==> config.mk <==
export PLATFORM = sky130hd
export DESIGN_NAME = onehot_strobe_3to8
export DESIGN_NICKNAME = d
export VERILOG_FILES = /design/src/rtl/onehot_strobe_3to8.sv
export SDC_FILE = /design/constraint.sdc
export NUM_CORES = 1
export LEC_CHECK = 0
export CAP_MARGIN = 0
export CORE_AREA = 5 5 64 66
export CTS_CLUSTER_SIZE = 14
export DETAILED_ROUTE_END_ITERATION = 6
export DIE_AREA = 0 0 69 71
export GPL_ROUTABILITY_DRIVEN = 1
export PLACE_DENSITY = 0.62
export RECOVER_POWER = 25
export SKIP_LAST_GASP = 1
export SYNTH_ARGS = -nofsm -noshare
export SYNTH_HDL_FRONTEND = slang
export SYNTH_SLANG_ARGS = --single-unit
==> constraint.sdc <==
create_clock -name clk -period 3.7 [get_ports clk]
set_clock_uncertainty 0.05 [all_clocks]
set_input_delay 1.11 -clock clk [delete_from_list [all_inputs] [get_ports clk]]
set_output_delay 1.11 -clock clk [all_outputs]
set_load 0.005 [all_outputs]
==> src/rtl/onehot_strobe_3to8.sv <==
// One-hot strobe generator: a 3-bit code selects one of eight output lines,
// which is driven for (len+1) cycles, followed by a fixed idle gap.
// Every output is decoded from registered state, so nothing combinational
// leaks from the request inputs to the outputs.
module onehot_strobe_3to8 #(
  parameter int LEN_W = 4,
  parameter int GAP   = 1
) (
  input  logic             clk,
  input  logic             rst,
  input  logic [2:0]       in_code,
  input  logic [LEN_W-1:0] in_len,
  input  logic             in_valid,
  output logic             in_ready,
  output logic [7:0]       out,
  output logic             out_valid,
  output logic             done,
  output logic [7:0]       acc_cnt
);

  typedef enum logic [1:0] {
    ST_IDLE  = 2'd0,
    ST_DRIVE = 2'd1,
    ST_GAP   = 2'd2
  } state_t;

  // Gap counter is loaded with GAP-1 and counts down to zero; guarded so
  // GAP=0 does not produce a negative load value.
  localparam logic [3:0] GAP_LOAD = (GAP > 0) ? 4'(GAP - 1) : 4'd0;

  state_t             state_reg, state_next;
  logic [2:0]         code_reg,  code_next;
  logic [LEN_W-1:0]   cnt_reg,   cnt_next;
  logic [3:0]         gap_reg,   gap_next;
  logic [7:0]         acc_reg,   acc_next;

  // Next-state logic: accept only in IDLE, count down DRIVE, then the gap.
  always_comb begin
    state_next = state_reg;
    code_next  = code_reg;
    cnt_next   = cnt_reg;
    gap_next   = gap_reg;
    acc_next   = acc_reg;
    case (state_reg)
      ST_IDLE: begin
        if (in_valid) begin
          state_next = ST_DRIVE;
          code_next  = in_code;
          cnt_next   = in_len;
          acc_next   = acc_reg + 8'd1;
        end
      end
      ST_DRIVE: begin
        if (cnt_reg == '0) begin
          if (GAP > 0) begin
            state_next = ST_GAP;
            gap_next   = GAP_LOAD;
          end else begin
            state_next = ST_IDLE;
          end
        end else begin
          cnt_next = cnt_reg - LEN_W'(1);
        end
      end
      ST_GAP: begin
        if (gap_reg == 4'd0) begin
          state_next = ST_IDLE;
        end else begin
          gap_next = gap_reg - 4'd1;
        end
      end
      default: state_next = ST_IDLE;
    endcase
  end

  // State register; reset wins over any simultaneous request.
  always_ff @(posedge clk) begin
    if (rst) begin
      state_reg <= ST_IDLE;
      code_reg  <= 3'd0;
      cnt_reg   <= '0;
      gap_reg   <= 4'd0;
      acc_reg   <= 8'd0;
    end else begin
      state_reg <= state_next;
      code_reg  <= code_next;
      cnt_reg   <= cnt_next;
      gap_reg   <= gap_next;
      acc_reg   <= acc_next;
    end
  end

  assign in_ready  = (state_reg == ST_IDLE);
  assign out_valid = (state_reg == ST_DRIVE);
  assign done      = out_valid && (cnt_reg == '0);
  assign acc_cnt   = acc_reg;

  // One comparator per line: only the selected line can be high, and only
  // while driving, so the output is zero or one-hot by construction.
  generate
    for (genvar gi = 0; gi < 8; gi++) begin : g_line
      assign out[gi] = out_valid && (code_reg == 3'(gi));
    end
  endgenerate

endmodule

---- Yosys cells after proc, flatten, opt, wreduce, memory -nomap -nowiden ----
Index checks and enable logic that the tools add are counted.
word-level totals
  input port bits ......................... 10
  flip-flop bits (word level) ............. 21
  output and inout bits ................... 19
  logic and storage cells ................. 51
operators by class
  $add $sub $neg .......................... 3
  reductions and logical operators ........ 19
  mux-type cells .......................... 10
  equality and inequality tests ........... 14
operators by type and width
  operator                                                            count
  4-bit 2-to-1 mux                                                    4
  4-bit one-hot mux with 2 select lines                               2
  3-bit == test, second input constant                                4
  1-bit logical AND                                                   9
  3-bit AND reduction                                                 3
  8-bit by 1-bit adder with 8-bit output, second input constant       1
  4-bit zero test                                                     2
  2-bit != test, second input constant                                4
  4-bit by 1-bit subtractor with 4-bit output, second input constant  2
  3-bit by 2-bit == test with 1-bit output, second input constant     2
  2-bit 2-to-1 mux                                                    3
  2-bit one-hot mux with 3 select lines                               1
  2-bit nonzero test                                                  2
  3-bit by 1-bit == test with 1-bit output, second input constant     1
  3-bit zero test                                                     1
  2-bit by 1-bit == test with 1-bit output, second input constant     1
  2-bit == test, second input constant                                1
  2-bit zero test                                                     1
  2-bit by 1-bit != test with 1-bit output, second input constant     1
  2-bit AND reduction                                                 1

---- Depth between registers and ports, before layout ----
  depth in word-level cells ............... 3
  mapped depth ............................ 5

---- Worst setup path before layout ----
Ideal clock, no wire load.
  path kind ............................... input to register
  start point ............................. input port in_valid
  end point ............................... register acc_reg[7] (netlist: acc_cnt[7])
  cell stages on the path ................. 4
  data arrival time ....................... 2204 ps
  path slack .............................. 1376 ps
  path through ............................ or3b_1 > buf_6 > or4_1 > a21oi_1
between the ends
  longest elaborated chain between the ends .. 1
ends and longest elaborated chain
  item                           RTL line  text
  from (decl)                    13        input logic in_valid,
  2-bit AND reduction (no line)  n/a
  to (signal assigned)           89        acc_reg <= acc_next;
  to (decl)                      35        logic [7:0] acc_reg, acc_next;
No other way between the ends.
A chain may end at the register's enable or synchronous reset.

---- Final worst setup path ----
  start point ............................. register state_reg[1]
  end point ............................... output port out[1]
between the ends
  longest elaborated chain between the ends .. 2
ends and longest elaborated chain
  item                                      RTL line  text
  from (decl)                               31        state_t state_reg, state_next;
  from (signal assigned)                    85        state_reg <= state_next;
  2-bit by 1-bit == test with 1-bit output  94        assign out_valid = (state_reg == ST_DRIVE);
  1-bit logical AND                         102       assign out[gi] = out_valid && (code_reg == 3'(gi));
  to (decl)                                 15        output logic [7:0] out,
No other way between the ends.

==> results_dict.tcl <==
set metrics [dict create \
    min_period_over_period 0.857 \
    path_cells "nand2b_1 > inv_1 > nand2_1 > nor3_1 > clkdlybuf4s50_1" \
    synthCells 136 \
    async_flop_share 0 \
    clockBufferDepth 2 \
    period_minus_slack_ps 3170 \
    syn_avg_cell_area_um2 8.45 \
    fillers 390 \
    die_area_um2 4900 \
    drive_gt1_frac 0.0732 \
    die_h_um 71 \
    synth.net_count 150 \
    first_pass_iters 4 \
    grt_util_all_layers 0.113 \
    cap_violations 0 \
    core_um2 3520 \
    row_count 22 \
    cts_tree "yes" \
    hpwl_um 2080 \
    die_x_um 69 \
    grt_first_pass_wirelength_um 4610 \
    cp.required_ps 2540 \
    placed_cell_area_um2 1460 \
    yosys_register_bits 21 \
    r2r_slack_ps 1830 \
    status "complete, no violations" \
    cts.sink_count 21 \
    h-tree-depth 1 \
    multi_input_comb_area_um2 662 \
    synth.area.top_cells "dfxtp_1 (37%), a21oi_1 (5.2%), ha_1 (4.4%)" \
    synth_warnings 0 \
    synth_area_leader_cell "dfxtp_1" \
    cts_hold_buf 0 \
    numCtsBuffers 3 \
    syn-cell-area_um2 1150 \
    slew_violations 0 \
    area_delta_synth_final_pct 29.6 \
    ant_nets 0 \
    p_leak_nw 0.530 \
    synth_flop_cell "dfxtp_1" \
    grt_max_degree 24 \
    antenna_found_initial 0 \
    wirelength_um 2710 \
    cts.repair.resized 0 \
    design_area_um2 1490 \
    hold_path.class "reg2reg" \
    via_count 1079 \
    synth_top_area_frac 0.366 \
    rsz0062_at_grt "no" \
    end_kind "primary output" \
    path_buf_inv 2 \
    start_util 0.326 \
    seq_area_um2 420 \
    crit_type "reg2out" \
    via_per_inst 5.09 \
    synth_edf_count 0 \
    wire_per_inst_um 12.8 \
    final-setup-viol-count 0 \
    io_buffer_count 28 \
    drc 0 \
    max_freq_ghz 0.316 \
    finalNetCount 179 \
    first_global_vias 1039 \
    largest_reg_flops 8 \
    crit_family "buffers and inverters" \
    synth_cell_type_count 44 \
    clk_latency_ps 300 \
    relSlewSlack 0.452 \
    start_kind "register" \
    hold_viol_final 0 \
    p_per_area_nw_per_um2 359 \
    insertedDiodeCount 0 \
    gp_congestion 0.777 \
    tightest_slew_ps 820 \
    clk_pin_slew_worst_paths_ps 120 \
    cts_setup_buffers 0 \
    overflow 0 \
    ys_seq_area_frac 0.366 \
    worst_path_max_delay_cell "clkdlybuf4s50_1" \
    root_buffer "clkbuf_4" \
    cpPeakStageDelay_ps 530 \
    drt_first_iter_violations 74 \
    fin_tns_setup_ps 0 \
    synth_common_cells "dfxtp_1 (21), nand2_1 (13), a21oi_1 (12), nor2_1 (12), inv_1 (7)" \
    crit_fanout 9 \
    synth_most_common_cell "dfxtp_1" \
    cp.arrival_ps 2010 \
    ios 29 \
    vdd_drop_max_uv 204 \
]
[metrics by stage]
step	setup slack [ps]	power [W]	utilization	hold WS (ps)	cells
floorplan	1380	0.000370	-	400	136
global placement	755	0.000425	0.415	421	208
detailed placement	702	0.000430	0.415	425	208
CTS	514	0.000545	0.423	443	212
global route	378	0.000578	0.423	466	212
finish	531	0.000535	0.423	438	212
[worst reg2reg max path: stages, from the launching register on]
cell and delay [ps]:
dfxtp_1 350, inv_1 110, ha_1 170, or3b_2 490, a22oi_1 240, mux2_2 360
[report_power, final]
part	switching [W]	total, W	internal, W
clock network	0.0000704	0.000112	0.0000420
registers	0.0000179	0.000262	0.000244
logic	0.0000790	0.000161	0.0000822
total	0.000167	0.000535	0.000368
[path summary, 6_finish.rpt]
path | cells past startpoint | to | startpoint
setup / recovery | 5 | out[1] | state_reg[1]
hold / removal | 2 | acc_cnt[7] | acc_cnt[7]
setup reg to reg | 5 | gap_reg[1] | gap_reg[0]
hold reg to reg | 2 | acc_cnt[7] | acc_cnt[7]
[cells in the final DEF, fill, tap and decap left out, drive strengths merged, types with 2 or more instances in the layout]
master         Yosys  final
a211oi             2      2
a21o               2      2
a21oi             12     12
a311oi             3      3
buf                2      2
clkbuf             4      4
clkdlybuf4s50      0     25
dfxtp             21     21
dlygate4sd3        0      3
ha                 4      4
inv                7      7
mux2               2      2
nand2             13     13
nand2b             4      4
nand3              4      4
nor2              12     12
nor2b              3      3
nor3               6      6
nor3b              4      4
nor4bb             2      2
o31ai              3      3
or3                2      2
or3b               3      3
or4                2      2
xnor2              2      2
[layout make-up]
class                   count  share of cell area
clock buffers               4              0.0176
inverters                   7              0.0176
multi-input cells         102               0.444
flip-flops and latches     21               0.282
well taps                  48              0.0403
repair buffers             30               0.198
[layer usage]
| metal | vias to the layer above | part of all wire | track usage |
|---|---|---|---|
| met5 | - | 0 | 0 |
| met4 | 0 | 0.0048 | 0.0195 |
| met3 | 2 | 0.053 | 0.0384 |
| met2 | 23 | 0.50 | 0.209 |
| met1 | 500 | 0.44 | 0.127 |
| li1 | 554 | - | - |
[kinds of logic after synthesis]
group | share of synthesized area
multiplexers | 0.0196
flip-flops | 0.366
AND/OR/NAND/NOR | 0.292
buffers and inverters | 0.0588
XOR/XNOR | 0.0152
AO/OA/AOI/OAI | 0.206
adder cells (fa/ha/maj) | 0.0435
No activity file was read; power rests on OpenSTA's default activity.
